===== config.mk =====
export PLATFORM = sky130hd
export DESIGN_NAME = add_seq_ctrl
export DESIGN_NICKNAME = d
export VERILOG_FILES = /design/src/rtl/add_seq_ctrl.sv
export SDC_FILE = /design/constraint.sdc
export NUM_CORES = 1
export LEC_CHECK = 0
export CAP_MARGIN = 0
export CORE_MARGIN = 1
export CORE_UTILIZATION = 35
export DETAILED_ROUTE_END_ITERATION = 6
export SETUP_SLACK_MARGIN = 0.02
export SYNTH_ARGS = -nofsm -noshare
export SYNTH_HDL_FRONTEND = slang
export SYNTH_SLANG_ARGS = --single-unit

===== constraint.sdc =====
create_clock -name clk -period 2.5 [get_ports clk]
set_clock_uncertainty 0.2 [all_clocks]
set_input_delay 0.25 -clock clk [delete_from_list [all_inputs] [get_ports clk]]
set_output_delay 0.25 -clock clk [all_outputs]
set_load 0.02 [all_outputs]

===== src/rtl/add_seq_ctrl.sv =====
// add_seq_ctrl: multi-cycle N-bit adder that reuses one CHUNK-bit slice,
// adding one chunk per clock behind a start/done handshake.
module add_seq_ctrl #(
   parameter int CHUNK  = 3,
   parameter int NCHUNK = 4,
   parameter int IDXW   = (NCHUNK > 1) ? $clog2(NCHUNK) : 1
) (
   input  logic                      clk,
   input  logic                      rst_n,
   input  logic                      start,
   input  logic [CHUNK*NCHUNK-1:0]   a,
   input  logic [CHUNK*NCHUNK-1:0]   b,
   input  logic                      cin,
   input  logic                      abort,
   output logic                      busy,
   output logic                      done,
   output logic [CHUNK*NCHUNK:0]     sum
);
   localparam int N = CHUNK * NCHUNK;

   typedef enum logic [1:0] {IDLE, RUN, FIN} state_t;

   state_t            state;
   logic [N-1:0]      op_a, op_b;
   logic              carry;
   logic [IDXW-1:0]   idx;
   logic [CHUNK:0]    slice;
   logic              last;

   assign slice = {1'b0, op_a[idx*CHUNK +: CHUNK]} + {1'b0, op_b[idx*CHUNK +: CHUNK]}
                + {{CHUNK{1'b0}}, carry};
   assign last  = idx == IDXW'(NCHUNK - 1);
   assign busy  = state != IDLE;

   // The top carry is written with the last chunk so that done and the full sum line up.
   always_ff @(posedge clk or negedge rst_n) begin
      if (!rst_n) begin
         state <= IDLE;
         op_a  <= '0;
         op_b  <= '0;
         carry <= 1'b0;
         idx   <= '0;
         sum   <= '0;
         done  <= 1'b0;
      end else begin
         case (state)
            IDLE: begin
               done <= 1'b0;
               if (start) begin
                  op_a  <= a;
                  op_b  <= b;
                  carry <= cin;
                  idx   <= '0;
                  sum   <= '0;
                  state <= RUN;
               end
            end
            RUN: begin
               if (abort) begin
                  state <= IDLE;
               end else begin
                  sum[idx*CHUNK +: CHUNK] <= slice[CHUNK-1:0];
                  carry <= slice[CHUNK];
                  if (last) begin
                     sum[N] <= slice[CHUNK];
                     done   <= 1'b1;
                     state  <= FIN;
                  end else begin
                     idx <= idx + 1'b1;
                  end
               end
            end
            FIN: begin
               sum[N] <= carry;
               done   <= 1'b0;
               state  <= IDLE;
            end
            default: begin
               done  <= 1'b0;
               state <= IDLE;
            end
         endcase
      end
   end
endmodule


==> results.tsv, run 1 <==
metric	value	unit
status	completed	
reg-to-reg startpoint	idx[0]	
Most Frequent Cell on Critical Path	fa_2	
total CTS buffers	5	
fillers	562	
HP Class	primary input to asynchronous set/reset pin	
period utilization	97.82	%
Yosys cell types	34	
clk slew on worst S/H paths	0.08	ns
final setup fails	0	
first-pass GRT wire length	7.659	mm
CORE AREA	0.005991	mm²
routed wl met2	2.186	mm
Fin. Hold Viols	0	
Yosys reg bits	43	
Clock Latency Late Sink	0.29	ns
Starting DRT DRC Count	69	
routed wl met3	183	µm
RSZ-0062 raised after global routing	true	
maximum clock insertion buffer count	2	
area of the multi-input gates	0.001052	mm²
Top Family by Delay on Critical Path	adder cells	
FMAX	408.9	MHz
Synth Warn #	0	
Fin Hold WS	0.2434	ns
worst-margin pin slew	0.5218	ns
Synth Area in Compound Gates	10.76	%
final worst slack	0.05457	ns
IO buf count	43	
pre-CTS WS	-0.03950	ns
Critical Path, Cell by Cell	mux4_2 > fa_2 > inv_2 > fa_2 > nor2_1 > mux2_2	
top sig layer	met4	
largest net degree at the start of global routing	25	
LEAKAGE	0.001237	µW
Simple-Gate Fraction of Synth Area	8.581	%
CP arrival	2.48	ns
Max rail drop VDD	0.4984	mV
power per cell area	1325	mW/mm²
drt pass-1 iters	4	
sequential share of the synthesized area	49.20	%
Setup CP Type	flip-flop to flip-flop	
global placer's final weighted congestion	0.7573	
dpl cells	293	
cell area after synthesis	0.002187	mm²
n_diodes	0	
TritonCTS clock tree	yes	
vias in the first global route	1569	
Design Area, Final	0.002843	mm²
H-tree depth	2	
placed cell areas	0.002731	mm²
Max-Cap Viols	0	
Slew Viols, Final	0	
Top-Level Pins	44	
Rel. slew slack	65.21	%
Die H	81.05	µm
Crit-path slowest cell	mux4_2	
Startpoint Class	flip-flop	
Max Fanout on Critical Path	6	
XOR/XNOR Fraction of Synth Area	0.4005	%
Worst EP required	2.54	ns
Chip Width	81.05	µm
Tmin final	2.445	ns
Post-Synth Adder-Cell Area	6.979	%
GRT Total Usage	15.65	%
Routed WL per cell	15.07	µm
layout cells sized above 1	25.22	%
Met1 Routed Length	2.086	mm
Reg2Reg Setup Slack	0.05	ns
CP max stage delay	0.56	ns
Cells after Synth	174	
multiplexer area fraction after synthesis	20.48	%
HPWL Detailed	3.351	mm
Final Non-Filler Cells	301	
Vias/cell	5.153	
Clock Sinks	43	
Synth Area per Inst	12.57	µm²
Reg2Reg Depth	6	
grt total ovfl	0	
Reg area	0.001077	mm²
Routed Antenna Nets	0	
Layout Nets	266	
WP buf/inv	1	
DIE AREA	0.006569	mm²
# DRC	0	
synthesized net count	214	
# rows	28	
Clk Tree Root Cell	clkbuf_8	
crit end category	flip-flop	
initial antenna violation count	0	
commonest cells after routing, fill and taps aside	42 x dfrtp_1, 42 x clkdlybuf4s50_1, 25 x mux2_2, 11 x inv_1	
final WL	4.537	mm
Initial Utilization	36.51	%
area grow syn2layout	29.98	%
routed vias	1551	
largest family of logic cells by synthesized area	multiplexers	
capture point of the worst reg-to-reg path	sum[1]	
==> Yosys cell counts, drive strengths merged <==
| master | number | share of area, % |
|---|---|---|
| dfrtp | 43 | 49 |
| mux2 | 26 | 13 |
| inv | 13 | 2.2 |
| a21oi | 11 | 2.5 |
| a22o | 10 | 4.0 |
| nor2 | 10 | 1.7 |
| ha | 9 | 5.1 |
| mux4 | 6 | 6.2 |
| nand2 | 5 | 0.86 |
| buf | 4 | 1.0 |
| nand2b | 4 | 1.1 |
| o21ai | 4 | 0.92 |
| and3 | 3 | 0.86 |
| a21o | 2 | 0.69 |
| clkbuf | 2 | 0.34 |
| fa | 2 | 1.8 |
| mux2i | 2 | 0.92 |
| nand3 | 2 | 0.46 |
| nand4 | 2 | 0.57 |
| nor2b | 2 | 0.57 |
| a22oi | 1 | 0.34 |
| a311oi | 1 | 0.40 |
| and2b | 1 | 0.34 |
| and4 | 1 | 0.40 |
| and4b | 1 | 0.46 |
| nor3 | 1 | 0.23 |
| nor4 | 1 | 0.97 |
| o211a | 1 | 0.80 |
| o21a | 1 | 0.40 |
| o221ai | 1 | 0.40 |
| o22ai | 1 | 0.29 |
| xnor2 | 1 | 0.40 |
==> logic make-up after synthesis <==
logic type / count (synthesis)
buf+inv: 19
fa+ha+maj: 11
simple gates: 33
compound gates: 33
xor+xnor: 1
mux: 34
flops: 43
==> through the flow <==
stage               util (%)  TNS [ns]  power (µW)
floorplan                  -         0        2519
global placement       45.59         0        3155
detailed placement     45.59   -0.2303        3204
CTS                    47.16         0        3647
global route           47.45   -0.1896        4067
finish                 47.45         0        3767
==> worst reg2reg max path, delay by kind of cell, from the launching register on <==
family        cells  cell delay [ns]
fa+ha+maj         2             0.83
mux               2             0.71
flops             1             0.47
simple gates      1             0.12
buf+inv           1             0.07
==> power by group <==
group / total (µW) / switching [µW] / internal [µW]
Clock: 428 / 237 / 191
Sequential: 1130 / 177 / 955
Combinational: 2210 / 1100 / 1110
==> worst max path at each step <==
| stage | slack (ns) | cells after the start | from | end |
|---|---|---|---|---|
| after floorplan | 0.05 | 6 | idx[0] | sum[12] |
| after global placement | 0.02 | 7 | idx[0] | sum[8] |
| after detailed placement | -0.04 | 6 | idx[0] | sum[1] |
| after CTS | 0.03 | 6 | idx[0] | sum[1] |
| after global routing | -0.04 | 6 | idx[0] | sum[1] |
| final | 0.05 | 6 | idx[0] | sum[1] |
==> per-layer routing <==
metal | up-vias | global-route usage [%]
li1 | 735 | -
met1 | 768 | 20.57
met2 | 41 | 24.96
met3 | 7 | 3.596
met4 | 0 | 6.071
met5 | - | 0
==> final cells by class <==
| cell class | count | share of cell area, % |
|---|---|---|
| inverters | 13 | 1.717 |
| clock buffers | 5 | 2.421 |
| clock inverters | 2 | 0.4842 |
| repair buffers | 51 | 17.17 |
| well taps | 75 | 3.301 |
| multi-input cells | 112 | 37.02 |
| flip-flops and latches | 43 | 37.90 |
==> flip-flops by register name, indices dropped and copies added (netlist names) <==
name / cells
done: 1
op_a: 12
sum: 13
op_b: 12
idx: 2
carry: 1
state: 2
==> timing repair <==
action / CTS / global route
resized for setup: 1 / 5
hold endpoints to repair: 19 / 0
pin swaps: 0 / 2
setup endpoints to repair: 10 / 9
buffers inserted: 0 / 0
hold buffers: 1 / 0
(Power assumes the default switching activity.)
==> run 2: changes to the inputs <==
- GPL_TIMING_DRIVEN: unset -> 1
==> results of run 2 <==
No change in the layout: final DEF, timing and power equal those of run 1.
==> run 3: changes to the inputs <==
- CAP_MARGIN: 0 -> 20
- CORE_ASPECT_RATIO: unset -> 1.1
==> run 3 against run 2 <==
Global-route usage decreased by 1.0 points. Routed wire length decreased by 4.1%. Hold slack got worse by 0.019 ns. Sequential share of layout area decreased by 0.80 points. Utilization increased by 1.6 points. Non-clock buffer count increased by 3. Die area unchanged. Maximum frequency increased by 0.75%. Design area increased by 2.2%. Critical endpoint is now carry. Largest cell class unchanged.
==> results.tsv, run 3 (synthesis gave the netlist of run 1 again) <==
metric	value	unit	change
Die H	84.91	µm	+4.8%
Clock Latency Late Sink	0.30	ns	about the same
initial antenna violation count	0		unchanged
dpl cells	295		+0.68%
FMAX	412.0	MHz	+0.75%
max FFs per register	13		unchanged
Fin Hold WS	0.2243	ns	-0.01906 ns
area grow syn2layout	32.78	%	
Routed Antenna Nets	0		unchanged
Rel. slew slack	64.89	%	-0.32 points
Clock Sinks	43		unchanged
# DRC	0		unchanged
Max Fanout on Critical Path	6		unchanged
HPWL Detailed	3.355	mm	+0.13%
vias in the first global route	1596		+1.7%
largest register by flop count	sum		
Startpoint Class	flip-flop		
Reg2Reg Depth	7		+1
grt total ovfl	0		unchanged
Max rail drop VDD	0.5693	mV	+14%
first-pass GRT wire length	7.486	mm	-2.3%
final WL	4.350	mm	-4.1%
status	completed		
global placer's final weighted congestion	0.7801		+3.0%
CORE AREA	0.005914	mm²	-1.3%
fillers	550		-2.1%
n_diodes	0		unchanged
TritonCTS clock tree	yes		
Chip Width	77.37	µm	-4.5%
DIE AREA	0.006569	mm²	unchanged
H-tree depth	2		unchanged
Fin. Hold Viols	0		unchanged
Worst EP required	2.49	ns	-0.05 ns
crit end category	flip-flop		
Starting DRT DRC Count	89		+29%
RSZ-0062 raised after global routing	true		
Reg area	0.001077	mm²	unchanged
reg-to-reg startpoint	idx[0]		
total CTS buffers	5		unchanged
power per cell area	1319	mW/mm²	-0.45%
Layout Nets	269		+1.1%
IO buf count	43		unchanged
CP arrival	2.42	ns	-0.06 ns
Max-Cap Viols	0		unchanged
Vias/cell	5.000		-3.0%
maximum clock insertion buffer count	2		unchanged
LEAKAGE	0.001253	µW	+1.3%
period utilization	97.09	%	-0.73 points
worst-margin pin slew	0.5266	ns	+0.004789 ns
Slew Viols, Final	0		unchanged
final setup fails	0		unchanged
drt pass-1 iters	4		unchanged
routed vias	1535		-1.0%
GRT Total Usage	14.61	%	-1.0 points
layout cells sized above 1	27.83	%	+2.6 points
Top Registers	sum x13, op_a x12, op_b x12		
largest net degree at the start of global routing	25		unchanged
Tmin final	2.427	ns	-0.01827 ns
Clk Tree Root Cell	clkbuf_8		
Initial Utilization	36.98	%	+0.47 points
Setup CP Type	flip-flop to flip-flop		
Reg2Reg Setup Slack	0.07	ns	+0.02 ns
commonest cells after routing, fill and taps aside	42 x dfrtp_1, 42 x clkdlybuf4s50_1, 25 x mux2_2		
Final Non-Filler Cells	307		+2.0%
Top-Level Pins	44		unchanged
capture point of the worst reg-to-reg path	carry		
Routed WL per cell	14.17	µm	-6.0%
HP Class	primary input to asynchronous set/reset pin		
# rows	29		+3.6%
area of the multi-input gates	0.001072	mm²	+1.9%
clk slew on worst S/H paths	0.08	ns	about the same
-- run 3: what timing repair did --
item / 4_1_cts / 5_1_grt
endpoints found under the hold margin: 19 / 0
pin swaps: 0 / 2
setup buffers: 2 / 1
gates resized for setup: 2 / 8
setup endpoints to repair: 8 / 8
hold buffers: 1 / 0
-- run 3: layout make-up --
cell class                      instances  share of cell area, %
Clock buffer                            6                  2.844
Clock inverter                          2                 0.5601
Inverter                               13                  1.680
Multi-Input combinational cell        112                  36.92
Sequential cell                        43                  37.10
Tap cell                               77                  3.318
Timing Repair Buffer                   54                  17.58
-- run 3: metal layers --
| layer | global-route usage (%) | routed length (µm) | share of wire (%) |
|---|---|---|---|
| met2 | 23.81 | 2118 | 49 |
| met4 | 6.175 | 55 | 1.3 |
| met5 | 0 | 0 | 0 |
| met1 | 19.02 | 2002 | 46 |
| met3 | 2.796 | 173 | 4.0 |
-- run 3: worst max-delay path, stage by stage, from the launching register on --
cell	delay [ns]
dfrtp_2	0.45
buf_4	0.14
mux4_2	0.50
ha_1	0.31
a21o_1	0.19
a21oi_2	0.16
a21oi_1	0.09
mux2_2	0.28
-- run 3: how the worst max path moves through the flow --
| stage | start | slack (ns) | to | depth (start not counted) |
|---|---|---|---|---|
| 6_report | idx[0] | 0.07 | carry | 7 |
| 5_1_grt | idx[0] | -0.03 | sum[1] | 6 |
| 4_1_cts | idx[0] | 0.02 | sum[2] | 7 |
| 3_5_place_dp | idx[0] | -0.09 | carry | 6 |
| 3_3_place_gp | idx[0] | 0.03 | carry | 6 |
| 2_1_floorplan | idx[0] | 0.05 | sum[12] | 6 |
-- run 3: report_power, final --
| part | total, µW | internal (µW) | switching, µW |
|---|---|---|---|
| logic | 2230 | 1150 | 1080 |
| registers | 1130 | 955 | 174 |
| clock network | 474 | 226 | 248 |
| total | 3830 | 2330 | 1500 |
-- run 3: stage by stage --
stage,utilization (%),area (µm²),TNS [ns],setup slack [ns],power [µW]
floorplan,-,2193,0,0.05032,2519
global placement,46.22,2734,0,0.03289,3048
detailed placement,46.22,2734,-0.2906,-0.09078,3089
CTS,48.40,2863,0,0.02194,3623
global route,49.10,2904,-0.07254,-0.02818,4151
finish,49.10,2904,0,0.07284,3831
